==> config.mk <==
export PLATFORM = sky130hd
export DESIGN_NAME = mem_arbiter
export DESIGN_NICKNAME = d
export VERILOG_FILES = /design/src/rtl/mem_arbiter.sv
export SDC_FILE = /design/constraint.sdc
export NUM_CORES = 1
export LEC_CHECK = 0
export ABC_CLOCK_PERIOD_IN_PS = 4310
export BUFFER_PORTS_ARGS = -buffer_cell sky130_fd_sc_hd__buf_2
export CORE_AREA = 8 8 116 118
export DETAILED_ROUTE_END_ITERATION = 12
export DIE_AREA = 0 0 124 126
export GPL_ROUTABILITY_DRIVEN = 0
export HOLD_SLACK_MARGIN = 0.02
export PLACE_DENSITY = 0.81
export SLEW_MARGIN = 5
export SYNTH_ARGS = -nofsm -noshare
export SYNTH_HDL_FRONTEND = slang
export SYNTH_SLANG_ARGS = --single-unit
==> constraint.sdc <==
create_clock -name clk -period 4.31 [get_ports clk]
set_input_delay 0.862 -clock clk [delete_from_list [all_inputs] [get_ports clk]]
set_output_delay 0.862 -clock clk [all_outputs]
set_load 0.05 [all_outputs]
==> src/rtl/mem_arbiter.sv <==
// Two-requester single-port memory arbiter: IDLE -> ACCESS -> RESP, one transaction per 3 cycles.
// Define MEM_ARBITER_ROUND_ROBIN_EN for round-robin arbitration; default build is fixed priority (m0 wins).
module mem_arbiter (
  input  logic        clk,
  input  logic        reset,
  input  logic        m0_valid,
  input  logic [31:0] m0_addr,
  input  logic [31:0] m0_wdata,
  input  logic [3:0]  m0_wstrb,
  output logic        m0_ready,
  output logic [31:0] m0_rdata,
  input  logic        m1_valid,
  input  logic [31:0] m1_addr,
  input  logic [31:0] m1_wdata,
  input  logic [3:0]  m1_wstrb,
  output logic        m1_ready,
  output logic [31:0] m1_rdata,
  output logic [31:0] mem_addr,
  output logic [31:0] mem_wdata,
  output logic [3:0]  mem_wmask,
  output logic        mem_rstrb,
  input  logic [31:0] mem_rdata,
  output logic [1:0]  grant
);

  typedef enum logic [1:0] {IDLE, ACCESS, RESP} state_t;

  state_t      state_q, state_d;
  logic [1:0]  grant_q, grant_d;
  logic [31:0] addr_q, addr_d;
  logic [31:0] wdata_q, wdata_d;
  logic [3:0]  wstrb_q, wstrb_d;
  logic        pick_m1;
  logic        in_access, in_resp;

`ifdef MEM_ARBITER_ROUND_ROBIN_EN
  // last_q = 1 means requester 1 was granted most recently
  logic last_q, last_d;
  assign pick_m1 = m1_valid && (!m0_valid || !last_q);
`else
  assign pick_m1 = m1_valid && !m0_valid;
`endif

  always_comb begin
    state_d = state_q;
    grant_d = grant_q;
    addr_d  = addr_q;
    wdata_d = wdata_q;
    wstrb_d = wstrb_q;
`ifdef MEM_ARBITER_ROUND_ROBIN_EN
    last_d  = last_q;
`endif
    case (state_q)
      IDLE: begin
        if (m0_valid || m1_valid) begin
          state_d = ACCESS;
          grant_d = pick_m1 ? 2'b10 : 2'b01;
          addr_d  = pick_m1 ? m1_addr  : m0_addr;
          wdata_d = pick_m1 ? m1_wdata : m0_wdata;
          wstrb_d = pick_m1 ? m1_wstrb : m0_wstrb;
`ifdef MEM_ARBITER_ROUND_ROBIN_EN
          last_d  = pick_m1;
`endif
        end
      end
      ACCESS: state_d = RESP;
      RESP: begin
        state_d = IDLE;
        grant_d = 2'b00;
      end
      default: begin
        state_d = IDLE;
        grant_d = 2'b00;
      end
    endcase
  end

  always_ff @(posedge clk) begin
    if (reset) begin
      state_q <= IDLE;
      grant_q <= 2'b00;
      addr_q  <= 32'd0;
      wdata_q <= 32'd0;
      wstrb_q <= 4'd0;
`ifdef MEM_ARBITER_ROUND_ROBIN_EN
      last_q  <= 1'b1;
`endif
    end else begin
      state_q <= state_d;
      grant_q <= grant_d;
      addr_q  <= addr_d;
      wdata_q <= wdata_d;
      wstrb_q <= wstrb_d;
`ifdef MEM_ARBITER_ROUND_ROBIN_EN
      last_q  <= last_d;
`endif
    end
  end

  // Outputs are masked by reset so an in-flight transaction is squashed in the reset cycle itself.
  assign in_access = (state_q == ACCESS) && !reset;
  assign in_resp   = (state_q == RESP) && !reset;

  assign mem_addr  = reset ? 32'd0 : addr_q;
  assign mem_wdata = reset ? 32'd0 : wdata_q;
  assign mem_rstrb = in_access && (wstrb_q == 4'd0);
  assign mem_wmask = in_access ? wstrb_q : 4'd0;
  assign grant     = reset ? 2'b00 : grant_q;

  assign m0_ready  = in_resp && grant_q[0];
  assign m1_ready  = in_resp && grant_q[1];
  assign m0_rdata  = m0_ready ? mem_rdata : 32'd0;
  assign m1_rdata  = m1_ready ? mem_rdata : 32'd0;

endmodule

==> metrics.yaml, run 1 <==
sta:
  maxSlewHeadroom_pct: 43.16
  fmax_mhz: 304.8
  setup_ws_ps: 1029
  skew_ps: 2.725
  worst_pin_slew_ps: 852.6
  final_hold_viol_count: 0
  fin_crit_ps: 3281
  setup_tns_ps: 0
  fin_crit_sh_pct: 76.12
  rsz0062_at_grt: "false"
  drv_slew: 0
  setup_viol: 0
detailed_routing:
  routed_wl_um: 14890
  drt-met1-wl_um: 5457
  wire_per_inst_um: 16.44
  drtIter0Drc: 242
  routed_via_density: 4.727
  num_vias: 4283
  drt_first_pass_iters: 5
  dr_wl_met3_um: 1583
  antenna_left: 0
  highest_layer: "met4"
  route.met2.wl_um: 7668
  drc: 0
place:
  placed_cell_area_um2: 5550
  dp_hpwl_um: 11750
  pre_cts_slack_ps: 1029
  placedCellCount: 888
  io_buffers: 308
run_status:
  status: "finished clean"
yosys:
  synthTopCellsByArea: "dfxtp_1 (36%), mux2i_1 (17%), o21ai_0 (15%)"
  synthCells: 472
  yosysMostFrequentCell: "o21ai_0"
  yosysUniqueCellTypes: 22
  synth.top_cell.area_share_pct: 36.33
  synth-edff-count: 0
  yosysWarnings: 0
  yosysSeqAreaShare_pct: 36.33
  yosysTopAreaCell: "dfxtp_1"
  synth_flop_cell: "dfxtp_1"
  yosys_register_bits: 72
  postSynth.asyncResetShare_pct: 0
  synth_fp_nets: 644
  syn_area_per_cell_um2: 8.406
  synth_area_um2: 3968
  netlist_top_cells_count: "o21ai_0 (118), dfxtp_1 (72), mux2i_1 (68), nor2b_1 (67), and2_1 (65)"
layout:
  finish.instance_area_um2: 5837
  fillers: 1163
  seq_area_um2: 1443
  final_nets: 924
  area_growth_pct: 47.11
  fin_cells: 906
  multiInputGateArea_um2: 2330
  layout-drive-gt1-share_pct: 43.84
critical_path:
  crit_arrival_ps: 2420
  cp_common_cell: "buf_2"
  cp-end-kind: "output pin"
  critical_path_class: "in2out"
  cp_max_fo: 33
  critical_path.cell_chain: "buf_2 > nor2b_1 > and3b_1 > and2_1 > buf_2"
  reg2regPathDepth: 4
  required_ps: 3450
  startpoint_type: "input port"
  max_stage_delay_ps: 730
  critical-path-slowest-cell: "and3b_1"
die:
  fp.dieW_um: 124
  start_util_pct: 33.88
  die_area_um2: 15620
  coreArea_um2: 11710
  die_y_um: 126
  io_pins: 309
  rows: 40
global_route:
  grt_max_degree: 72
  antenna_found_initial: 4
  grt_pass1_vias: 4241
  grtUsageTotal_pct: 17.83
  grt-ovfl-total: 0
  grt_first_pass_wirelength_um: 22050
cts:
  cts.sinks: 72
  clockBufferDepth: 2
  root_buffer: "clkbuf_16"
  insertion_delay_ps: 320
  h-tree-depth: 3
  path_clk_slew_ps: 50
  tritoncts: "built"
  cts_made_buffers: 9
  post-cts-setup-buffers: 0
  hold_buffers: 0
  ctsResizeCount: 0
power:
  power_leakage_nw: 3.315
  ir_worst_vdd_mv: 0.2009
  powerDensity_nw_per_um2: 328.5
  power.total_mw: 1.917
job:
  cap_violations: 0
hold_path:
  worstHoldPathType: "reg2reg"
  hold_depth: 2
==> metrics by stage <==
step                      hold slack [ps]  util [%]
after floorplan                     441.3         -
after detailed placement            466.1     47.39
after global placement              467.9     47.39
after CTS                           476.4     49.75
after global routing                520.4     49.84
final                               470.8     49.84
==> registers in the layout, indices dropped and copies added (netlist names) <==
signal,count
addr_q,32
grant_q,2
wdata_q,32
wstrb_q,4
state_q,2
==> worst paths after layout <==
| path | start | end | slack [ps] |
|---|---|---|---|
| max | reset | m1_rdata[6] | 1030 |
| min | grant_q[1] | grant_q[1] | 470 |
| max reg2reg | state_q[1] | wdata_q[21] | 2320 |
| min reg2reg | grant_q[1] | grant_q[1] | 470 |
==> cell usage in the layout, fill, tap and decap left out, types with 5 or more instances in the layout <==
cell / n
dfxtp_1: 71
nor2b_1: 67
buf_2: 308
and2_1: 65
and3_1: 5
o21ai_0: 118
clkbuf_16: 9
o21ai_1: 10
mux2i_1: 68
nand2b_1: 5
buf_4: 6
==> final cells by class <==
cell class                      instances  area share, %
Clock inverter                          4         0.8146
Multi-Input combinational cell        353          39.91
Sequential cell                        72          24.72
Timing Repair Buffer                  314          27.18
Clock buffer                           10          3.923
Tap cell                              147          3.151
Antenna cell                            4         0.1715
Inverter                                2         0.1286
==> worst max-delay path: cells and delay by family <==
kind          cells  cell delay, ps
simple gates      3            1130
buf+inv           2             410
==> cell families after synthesis <==
group                  synth area share (%)
buffers and inverters                 5.456
AOI/OAI and AO/OA                     17.44
DFF                                   36.33
muxes                                 17.16
and+or+nand+nor                       23.62
==> metal layers <==
layer	vias up	global-route usage, %
met5	-	0
met4	0	6.583
met3	9	6.256
met2	202	32.23
met1	1892	18.27
li1	2180	-
==> power breakdown <==
group	internal [mW]	total [mW]	switching, mW	leakage [nW]
Clock	0.439	0.702	0.263	0.134
Sequential	0.731	0.748	0.0172	0.595
Combinational	0.164	0.467	0.302	2.59
Total	1.33	1.92	0.583	3.31
Power figures use the tool's default switching activity.
==> run 2: changes to the inputs <==
ABC_CLOCK_PERIOD_IN_PS = 2740   (was 4310)
PLACE_DENSITY = 0.84   (was 0.81)
clock period = 2.74 ns   (was 4.31 ns; I/O delays follow)
==> metrics.yaml, run 2 (synthesized netlist as in run 1, its figures left out) <==
global_route:
  grt_first_pass_wirelength_um: 21850  # was 22050 um
  grt_pass1_vias: 4330  # was 4241
  grt-ovfl-total: 0  # unchanged
  antenna_found_initial: 2  # was 4
  grt_max_degree: 66  # was 72
  grtUsageTotal_pct: 17.66  # was 17.83%
cts:
  tritoncts: "built"  # unchanged
  path_clk_slew_ps: 60  # was 50 ps
  clockBufferDepth: 2  # unchanged
  cts_made_buffers: 9  # unchanged
  cts.sinks: 72  # unchanged
  post-cts-setup-buffers: 0  # unchanged
  root_buffer: "clkbuf_16"  # unchanged
  insertion_delay_ps: 320  # about the same
  ctsResizeCount: 0  # unchanged
  h-tree-depth: 3  # unchanged
  hold_buffers: 0  # unchanged
layout:
  area_growth_pct: 49.10  # was 47.11%
  fin_util_pct: 50.51  # was 49.84%
  reg_top3: "addr_q: 32 flops, wdata_q: 32 flops, wstrb_q: 4 flops"  # unchanged
  finish.instance_area_um2: 5916  # was 5837 um^2
  final_nets: 930  # was 924
  final_common_cell: "buf_2"  # unchanged
  layout_common_cells: "buf_2 (308), o21ai_0 (118), dfxtp_1 (71)"  # unchanged
  layout-drive-gt1-share_pct: 44.69  # was 43.84%
detailed_routing:
  wire_per_inst_um: 15.83  # was 16.44 um
  drtIter0Drc: 178  # was 242
  routed_wl_um: 14440  # was 14890 um
  num_vias: 4346  # was 4283
  drt_first_pass_iters: 4  # was 5
  antenna_left: 0  # unchanged
  routed_via_density: 4.765  # was 4.727
  drc: 0  # unchanged
die:
  start_util_pct: 33.88  # unchanged
  rows: 40  # unchanged
  coreArea_um2: 11710  # unchanged
  die_area_um2: 15620  # unchanged
  io_pins: 309  # unchanged
  die_y_um: 126  # unchanged
  fp.dieW_um: 124  # unchanged
place:
  dp_hpwl_um: 11700  # was 11750 um
  io_buffers: 308  # unchanged
  placed_cell_area_um2: 5625  # was 5550 um^2
run_status:
  status: "finished clean"  # unchanged
power:
  p_comb_share_pct: 24.5  # was 24.3%
  power_leakage_nw: 3.357  # was 3.315 nW
  power_switching_mw: 0.9285  # was 0.5828 mW
  powerDensity_nw_per_um2: 508.4  # was 328.5 nW/um^2
  seqPwrFrac_pct: 39.2  # was 39.0%
  power.total_mw: 3.007  # was 1.917 mW
  internal_power_mw: 2.079  # was 1.334 mW
  clockPowerShare_pct: 36.3  # was 36.6%
  p_sw_share_pct: 30.87  # was 30.40%
  ir_worst_vdd_mv: 0.2870  # was 0.2009 mV
critical_path:
  critical_path_class: "in2out"  # unchanged
  startpoint_type: "input port"  # unchanged
  cp_max_fo: 33  # unchanged
  cp-end-kind: "output pin"  # unchanged
  required_ps: 2190  # was 3450 ps
  crit_arrival_ps: 1750  # was 2420 ps
hold_path:
  worstHoldPathType: "reg2reg"  # unchanged
sta:
  setup_tns_ps: 0  # unchanged
  maxSlewHeadroom_pct: 61.49  # was 43.16%
  final_hold_viol_count: 0  # unchanged
  fmax_mhz: 434.5
  fin_crit_sh_pct: 84.00
  worst_pin_slew_ps: 577.6  # was 852.6 ps
  drv_slew: 0  # unchanged
  rsz0062_at_grt: "false"  # unchanged
  fin_crit_ps: 2302
  skew_ps: 9.222  # was 2.725 ps
  setup_viol: 0  # unchanged
job:
  cap_violations: 0  # unchanged
[run 2: changes by cell type in the layout (fill, tap and decap cells not counted), moves of 2 or more]
| cell | before | now |
|---|---|---|
| nor2b_2 | 0 | 2 |
| buf_12 | 0 | 2 |
| nor2b_1 | 67 | 65 |
| clkbuf_8 | 0 | 2 |
| diode_2 | 4 | 2 |
| buf_4 | 6 | 10 |
[run 2: metrics by stage]
step                      hold slack, ps  setup WS (ps)  instances
after floorplan                    441.2         -86.64        472
after global placement             458.8          459.9        894
after detailed placement           470.9          415.7        894
after CTS                          477.0          416.9        910
after global routing               480.3          311.5        912
final                              474.5          438.4        912
[run 2: worst max-delay path, cell delays in order]
cell	delay [ps]
buf_2	190
nor2b_2	150
and3b_1	160
buf_4	240
and2_1	190
buf_2	270
[run 2: area by class of cell]
cell class                 instances  area, um^2
timing repair buffer             320        1657
fill                            1162        5796
tap                              147       183.9
clock buffer                      12       256.5
multi-input combinational        353        2335
antenna                            2       5.005
sequential                        72        1443
clock inverter                     4       28.78
inverter                           2       7.507
[run 2: path summary, 6_finish.rpt]
kind,end,cells after the start,slack (ps),start
setup / recovery,m0_rdata[5],6,440,reset
hold / removal,grant_q[1],2,470,grant_q[1]
hold reg to reg,grant_q[1],2,470,grant_q[1]
setup reg to reg,wdata_q[14],4,830,state_q[1]
[run 2: power by group through the flow]
stage	Clock [mW]	Combinational [mW]	Sequential [mW]
2_1_floorplan	0	0.496	1.19
3_3_place_gp	0	0.733	1.20
3_5_place_dp	0	0.745	1.20
4_1_cts	1.12	0.746	1.18
5_1_grt	1.18	0.797	1.19
6_report	1.09	0.738	1.18
[run 2: per-layer routing]
layer  part of all wire [%]  wire length, um  global-route usage [%]  vias to the layer above
li1                       -                -                       -                     2178
met1                     34             4845                   17.42                     1953
met2                     53             7635                   32.32                      197
met3                     11             1612                   6.345                       18
met4                    2.4              348                   7.143                        0
met5                      0                0                       0                        -
